--- src/rtl/gate_bist.sv ---
`timescale 1ns/1ps
`default_nettype none
// ============================================================================
// gate_bist : exhaustive built-in self-test for a two-input logic gate
// Rev 1.0
// ============================================================================
module gate_bist #(
   parameter int SETTLE_CYCLES = 2
) (
   input  logic       clk,
   input  logic       rst_n,
   input  logic       start,
   input  logic       abort,
   input  logic [3:0] truth_table,
   output logic       dut_a,
   output logic       dut_b,
   input  logic       dut_y,
   output logic       busy,
   output logic       done,
   output logic       pass,
   output logic [2:0] err_count,
   output logic [1:0] fail_vec
);

   localparam logic [3:0] c_SETTLE_LAST = 4'(SETTLE_CYCLES - 1);

   typedef enum logic [1:0] {
      S_IDLE   = 2'd0,
      S_SETTLE = 2'd1,
      S_SAMPLE = 2'd2,
      S_DONE   = 2'd3
   } state_t;

   state_t     r_state;
   logic [1:0] r_vec;
   logic [3:0] r_cnt;
   logic [3:0] r_tt;

   logic       w_mismatch;
   logic [2:0] w_err_next;

   assign w_mismatch = (dut_y != r_tt[r_vec]);
   // Saturating add: four samples can never push the count beyond 4.
   assign w_err_next = (w_mismatch && (err_count != 3'd4)) ? err_count + 3'd1 : err_count;

   always_ff @(posedge clk or negedge rst_n) begin
      if (!rst_n) begin
         r_state   <= S_IDLE;
         r_vec     <= 2'd0;
         r_cnt     <= 4'd0;
         r_tt      <= 4'd0;
         dut_a     <= 1'b0;
         dut_b     <= 1'b0;
         busy      <= 1'b0;
         done      <= 1'b0;
         pass      <= 1'b0;
         err_count <= 3'd0;
         fail_vec  <= 2'd0;
      end else begin
         done <= 1'b0;
         if (abort && (r_state == S_SETTLE || r_state == S_SAMPLE)) begin
            // Cancel wins over this cycle's compare; partial results stay visible.
            r_state <= S_IDLE;
            busy    <= 1'b0;
            pass    <= 1'b0;
            dut_a   <= 1'b0;
            dut_b   <= 1'b0;
         end else begin
            case (r_state)
               S_IDLE: begin
                  if (start) begin
                     r_tt      <= truth_table;
                     r_vec     <= 2'd0;
                     r_cnt     <= 4'd0;
                     err_count <= 3'd0;
                     fail_vec  <= 2'd0;
                     pass      <= 1'b0;
                     busy      <= 1'b1;
                     dut_a     <= 1'b0;
                     dut_b     <= 1'b0;
                     r_state   <= S_SETTLE;
                  end
               end
               S_SETTLE: begin
                  r_cnt <= r_cnt + 4'd1;
                  if (r_cnt == c_SETTLE_LAST) begin
                     r_state <= S_SAMPLE;
                  end
               end
               S_SAMPLE: begin
                  err_count <= w_err_next;
                  if (w_mismatch && (err_count == 3'd0)) begin
                     fail_vec <= r_vec;
                  end
                  if (r_vec == 2'd3) begin
                     r_state <= S_DONE;
                     done    <= 1'b1;
                     pass    <= (w_err_next == 3'd0);
                     busy    <= 1'b0;
                     dut_a   <= 1'b0;
                     dut_b   <= 1'b0;
                  end else begin
                     r_vec          <= r_vec + 2'd1;
                     r_cnt          <= 4'd0;
                     {dut_a, dut_b} <= r_vec + 2'd1;
                     r_state        <= S_SETTLE;
                  end
               end
               default: begin
                  r_state <= S_IDLE;
               end
            endcase
         end
      end
   end

endmodule
`default_nettype wire

--- config.mk ---
export PLATFORM = sky130hd
export DESIGN_NAME = gate_bist
export DESIGN_NICKNAME = d
export VERILOG_FILES = /design/src/rtl/gate_bist.sv
export SDC_FILE = /design/constraint.sdc
export NUM_CORES = 1
export LEC_CHECK = 0
export ABC_AREA = 1
export CAP_MARGIN = 20
export CORE_MARGIN = 4
export CORE_UTILIZATION = 50
export DETAILED_ROUTE_END_ITERATION = 12
export PLACE_DENSITY = 0.83
export SLEW_MARGIN = 20
export SYNTH_ARGS = -nofsm -noshare
export SYNTH_HDL_FRONTEND = slang
export SYNTH_SLANG_ARGS = --single-unit
--- constraint.sdc ---
create_clock -name clk -period 3 [get_ports clk]
set_clock_uncertainty 0.05 [all_clocks]
set_input_delay 0.6 -clock clk [delete_from_list [all_inputs] [get_ports clk]]
set_output_delay 0.6 -clock clk [all_outputs]
set_load 0.03 [all_outputs]
==> results.sh, run 1 <==
export IMPL_total_power_mw=1.38
export IMPL_post_cts_buffers=0
export IMPL_grt_pass1_wl_mm=4.20
export IMPL_antenna_found_initial=0
export IMPL_cts_tree="done"
export IMPL_slew_violations=0
export IMPL_ys_flop_type="dfrtp_1"
export IMPL_vias_per_cell=5.42
export IMPL_fin_crit_ns=2.09
export IMPL_root_buffer="clkbuf_4"
export IMPL_cts_buffers_inserted=3
export IMPL_maxSlewHeadroom_pct=75.2
export IMPL_yosysTopAreaCellShare_pct=45.2
export IMPL_fp_dieArea_um2=3290
export IMPL_worstReg2RegEnd="pass"
export IMPL_path_cells="clkdlybuf4s50_1"
export IMPL_max_vdd_ir_drop_mv=0.608
export IMPL_setup_tns_ns=0
export IMPL_fillers=189
export IMPL_synth_seq_cells=22
export IMPL_start_util_pct=53.5
export IMPL_synth_seq_area_share_pct=45.2
export IMPL_synth_xor_area_share_pct=0.719
export IMPL_clk_path_buf_depth=2
export IMPL_synth_mux_area_share_pct=3.70
export IMPL_rr_worst_depth=10
export IMPL_num_rows=17
export IMPL_ys_warn_count=0
export IMPL_yosys_area_top_type="dfrtp_1"
export IMPL_dr_pass1_iters=4
export IMPL_p_leak_nw=0.715
export IMPL_syn_area_um2=1220
export IMPL_die_w_um=57.4
export IMPL_grt_pass1_vias=1008
export IMPL_synth_simple_area_share_pct=25.9
export IMPL_antenna_cells=0
export IMPL_h_tree_depth=1
export IMPL_setup_viol=0
export IMPL_path_depth=1
export IMPL_place_congestion=0.815
export IMPL_grt_max_degree=23
export IMPL_synth_common_cells="nand2_1 (43), dfrtp_1 (22), inv_1 (15)"
export IMPL_clock_sinks=22
export IMPL_io_pins=19
export IMPL_drive_gt1_share_pct=10.2
export IMPL_nets=186
export IMPL_synth_distinct_cells=23
export IMPL_cts_resized=0
export IMPL_regArea_um2=551
export IMPL_clk_pin_slew_ns=0.11
export IMPL_die_y_um=57.4
export IMPL_powerDensity_nw_per_um2=940
export IMPL_clock_latency_ns=0.31
export IMPL_vias=1057
export IMPL_drtIter0Drc=45
export IMPL_grt_setup_unrepaired="false"
export IMPL_synth_top_family_by_area="simple AND/OR/NAND/NOR gates"
export IMPL_status="finished clean"
export IMPL_ctsHoldBuffers=0
export IMPL_hp_class="reg2reg"
export IMPL_critPathMaxFanout=5
export IMPL_finalWorstSetupSlack_ns=0.915
export IMPL_gr_total_overflow=0
export IMPL_end_kind="output port"
export IMPL_cp_slowest_cell="clkdlybuf4s50_1"
export IMPL_crit_start="err_count[2]"
export IMPL_rrSetupSlack_ns=1.02
export IMPL_finalCritPeriodShare_pct=69.5
export IMPL_utilization_pct=64.4
export IMPL_multiInputGateArea_um2=597
export IMPL_min_from="fail_vec[1]"
export IMPL_max_cap_violations=0
export IMPL_area_delta_synth_final_pct=20.3
export IMPL_cp_arrival_ns=1.44
export IMPL_cpPeakStageDelay_ns=0.70
export IMPL_synth_edf_count=0
export IMPL_crit_family="buffers and inverters"
export IMPL_place_hpwl_mm=1.86
export IMPL_fmax_mhz=480
export IMPL_drt_wl_total_mm=2.41
export IMPL_worst_pin_slew_ns=0.372
export IMPL_ys_top_cells_by_area="dfrtp_1 (45%), nand2_1 (13%), ha_1 (9.2%)"
export IMPL_hold_violations=0
export IMPL_synth_fa_ha_area_share_pct=9.24
export IMPL_postRouteAntennaNets=0
export IMPL_synth_compound_area_share_pct=9.45
export IMPL_cp_required_ns=2.35
export IMPL_crit_buf_inv=1
export IMPL_postSynthAreaPerCell_um2=8.40
export IMPL_grt_usage_pct=15.8
export IMPL_place_ws_ns=0.838
export IMPL_syn_inst=145
export IMPL_synth_async_reset_ratio_pct=100
export IMPL_avgRoutedWirePerCell_um=12.4
export IMPL_port_buffers=18
export IMPL_r2r_start="r_state[0]"
export IMPL_fp_coreArea_um2=2280
export IMPL_cp_start_kind="flop"
export IMPL_path_class="reg2out"
export IMPL_yosysMostFrequentCell="nand2_1"
export IMPL_syn_nets=163
export IMPL_worstSetupEndpoint="err_count[2]"
export IMPL_drc=0
==> how the worst min path moves through the flow <==
stage / endpoint / slack, ns / cells after the start
floorplan: busy / 0.25 / 0
global placement: fail_vec[0] / 0.43 / 2
detailed placement: pass / 0.43 / 2
CTS: pass / 0.46 / 2
global route: pass / 0.48 / 2
finish: fail_vec[1] / 0.46 / 2
==> final cells by class <==
cell class                      instances  share of cell area, %
Clock buffer                            4                   2.47
Sequential cell                        22                   37.5
Tap cell                               28                   2.39
Timing Repair Buffer                   19                   12.8
Inverter                               16                   4.10
Multi-Input combinational cell        106                   40.7
==> where the power goes <==
| group | switching (mW) | leakage [nW] | total [mW] | internal, mW |
|---|---|---|---|---|
| clock network | 0.0849 | 0.0210 | 0.159 | 0.0741 |
| logic | 0.460 | 0.404 | 0.750 | 0.290 |
| registers | 0.0765 | 0.290 | 0.470 | 0.394 |
==> logic make-up (layout without fill, tap and decap cells) <==
logic type / after synthesis / count (layout)
compound gates: 20 / 20
flops: 22 / 22
simple gates: 72 / 72
xor+xnor: 1 / 1
mux: 4 / 4
buf+inv: 17 / 39
fa+ha+maj: 9 / 9
==> flip-flops by register name (all words and copies together) (netlist names) <==
name,cells
r_cnt,4
r_tt,4
err_count,3
fail_vec,2
r_state,2
r_vec,2
busy,1
done,1
dut_a,1
dut_b,1
pass,1
==> routing by layer <==
metal | share of wire [%] | track usage [%] | vias to the layer above
li1 | - | - | 524
met1 | 45 | 20.6 | 497
met2 | 47 | 25.3 | 30
met3 | 5.6 | 3.17 | 6
met4 | 2.0 | 6.62 | 0
met5 | 0 | 0 | -
==> cells in the final DEF, fill, tap and decap left out, types with 2 or more instances in the layout <==
| cell | synthesis | routed |
|---|---|---|
| a21oi_1 | 4 | 4 |
| o22ai_1 | 3 | 3 |
| nand2_2 | 4 | 4 |
| o21ai_1 | 4 | 4 |
| ha_1 | 9 | 9 |
| mux2_2 | 4 | 4 |
| o21ai_0 | 5 | 5 |
| clkbuf_4 | 0 | 3 |
| dfrtp_1 | 22 | 22 |
| nor2_1 | 6 | 6 |
| nand3_1 | 13 | 13 |
| clkdlybuf4s50_1 | 0 | 18 |
| inv_1 | 15 | 15 |
| nand2_1 | 43 | 43 |
| o31ai_1 | 2 | 2 |
| nor2_2 | 2 | 2 |
==> through the flow <==
stage / hold WS [ns] / instance area, um^2 / std cells
final: 0.459 / 1470 / 195
after global routing: 0.484 / 1470 / 195
after CTS: 0.460 / 1470 / 195
after detailed placement: 0.433 / 1430 / 191
after global placement: 0.428 / 1430 / 191
after floorplan: 0.254 / 1220 / 145
Power figures use the tool's default switching activity.
==> inputs of run 2 (changes only) <==
Clock period 3 ns to 2.1 ns, I/O delays scaled along.
==> results.sh, run 2 (synthesized netlist as in run 1, its figures left out) <==
export IMPL_status="finished clean"
export IMPL_path_class="reg2out"
export IMPL_start_util_pct=53.5
export IMPL_finalNonFillerCells=197
export IMPL_grt_pass1_wl_mm=4.51
export IMPL_worst_pin_slew_ns=0.314
export IMPL_vias=1033
export IMPL_drt_wl_total_mm=2.44
export IMPL_place_hpwl_mm=1.91
export IMPL_clk_path_buf_depth=2
export IMPL_dr_pass1_iters=4
export IMPL_die_w_um=57.4
export IMPL_antenna_cells=0
export IMPL_hp_class="in2async"
export IMPL_grt_max_degree=23
export IMPL_cp_arrival_ns=1.44
export IMPL_fmax_mhz=524
export IMPL_fp_dieArea_um2=3290
export IMPL_gr_total_overflow=0
export IMPL_crit_family="buffers and inverters"
export IMPL_root_buffer="clkbuf_4"
export IMPL_critPathMaxFanout=5
export IMPL_drc=0
export IMPL_fin_crit_ns=1.91
export IMPL_grt_pass1_vias=1053
export IMPL_vias_per_cell=5.24
export IMPL_grt_usage_pct=17.2
export IMPL_rrSetupSlack_ns=0.21
export IMPL_area_delta_synth_final_pct=21.8
export IMPL_reg_top3="r_cnt: 4 flops, r_tt: 4 flops, err_count: 3 flops"
export IMPL_postRouteAntennaNets=0
export IMPL_rr_worst_depth=10
export IMPL_antenna_found_initial=0
export IMPL_h_tree_depth=1
export IMPL_powerDensity_nw_per_um2=1350
export IMPL_ctsHoldBuffers=0
export IMPL_drtIter0Drc=35
export IMPL_cts_tree="done"
export IMPL_maxSlewHeadroom_pct=79.0
export IMPL_place_congestion=0.842
export IMPL_avgRoutedWirePerCell_um=12.4
export IMPL_die_y_um=57.4
export IMPL_grt_setup_unrepaired="false"
export IMPL_drive_gt1_share_pct=11.8
export IMPL_cp_required_ns=1.63
export IMPL_num_rows=17
export IMPL_max_vdd_ir_drop_mv=1.02
export IMPL_p_leak_nw=0.725
export IMPL_fp_coreArea_um2=2280
export IMPL_placed_cells=192
export IMPL_path_cells="clkdlybuf4s50_1"
export IMPL_cp_slowest_cell="clkdlybuf4s50_1"
export IMPL_clock_latency_ns=0.30
export IMPL_finalCritPeriodShare_pct=90.9
export IMPL_max_cap_violations=0
export IMPL_setup_viol=0
export IMPL_worstReg2RegEnd="pass"
export IMPL_r2r_start="r_state[1]"
export IMPL_slew_violations=0
export IMPL_mostFrequentLayoutCell="nand2_1"
export IMPL_mostFrequentLayoutCells="nand2_1 (43), dfrtp_1 (22), clkdlybuf4s50_1 (18)"
export IMPL_clock_sinks=22
export IMPL_nets=188
export IMPL_cts_buffers_inserted=3
export IMPL_io_pins=19
export IMPL_end_kind="output port"
export IMPL_cpPeakStageDelay_ns=0.70
export IMPL_clk_pin_slew_ns=0.12
export IMPL_cp_start_kind="flop"
export IMPL_hold_violations=0
export IMPL_port_buffers=18
export IMPL_setup_tns_ns=0
export IMPL_crit_buf_inv=1
==> run 2: changes by cell type in the layout (fill, tap and decap cells not counted) <==
cell    previous run  this run
nor2_1             6         5
nor2_2             2         3
buf_4              1         3
==> run 2: cell type report <==
class | instances | area (um^2)
Fill cell | 190 | 792
Multi-Input combinational cell | 106 | 599
Sequential cell | 22 | 551
Timing Repair Buffer | 21 | 203
Inverter | 16 | 60.1
Clock buffer | 4 | 36.3
Tap cell | 28 | 35.0
==> run 2: timing repair <==
item,in CTS,in global routing
buffers inserted,0,1
gates resized for setup,0,1
hold endpoints to repair,0,0
endpoints found under the setup margin,0,3
==> run 2: stage by stage <==
step / power [mW] / hold WS, ns / util [%] / instance area [um^2] / setup slack (ns)
after global routing: 2.21 / 0.421 / 65.2 / 1480 / 0.0399
after CTS: 1.99 / 0.413 / 64.8 / 1470 / 0.179
final: 2.00 / 0.405 / 65.2 / 1480 / 0.190
after global placement: 1.70 / 0.428 / 63.2 / 1440 / 0.166
after detailed placement: 1.76 / 0.428 / 63.2 / 1440 / 0.0804
after floorplan: 1.46 / 0.0744 / - / 1220 / 0.396
==> run 2: how the worst max path moves through the flow <==
stage / start / to / slack (ns) / cells past startpoint
finish: err_count[2] / err_count[2] / 0.19 / 1
global route: r_state[1] / pass / 0.04 / 10
CTS: r_state[0] / r_vec[0] / 0.18 / 9
detailed placement: abort / pass / 0.08 / 9
global placement: abort / pass / 0.17 / 9
floorplan: r_state[0] / pass / 0.40 / 10
==> run 2: layer usage <==
metal  wire length, um  part of all wire, %  GRT usage (%)  vias up
li1                  -                    -              -      527
met5                 0                    0              0        -
met1              1110                   46           21.6      474
met3               125                  5.1           4.98        5
met4                34                  1.4           4.64        0
met2              1170                   48           28.7       27
==> run 2: worst register-to-register path, stage by stage, from the launching register on <==
cell and delay (ns):
dfrtp_1 0.41, inv_1 0.09, ha_1 0.29, nand2_2 0.12, nand2_2 0.11, nand2_2 0.07
or2_4 0.24, or2_0 0.21, nor2_1 0.12, nand2_1 0.06, nand2_1 0.06
==> run 2: power breakdown <==
part / internal, mW / switching [mW]
logic: 0.436 / 0.669
registers: 0.562 / 0.104
clock network: 0.106 / 0.125
total: 1.10 / 0.898
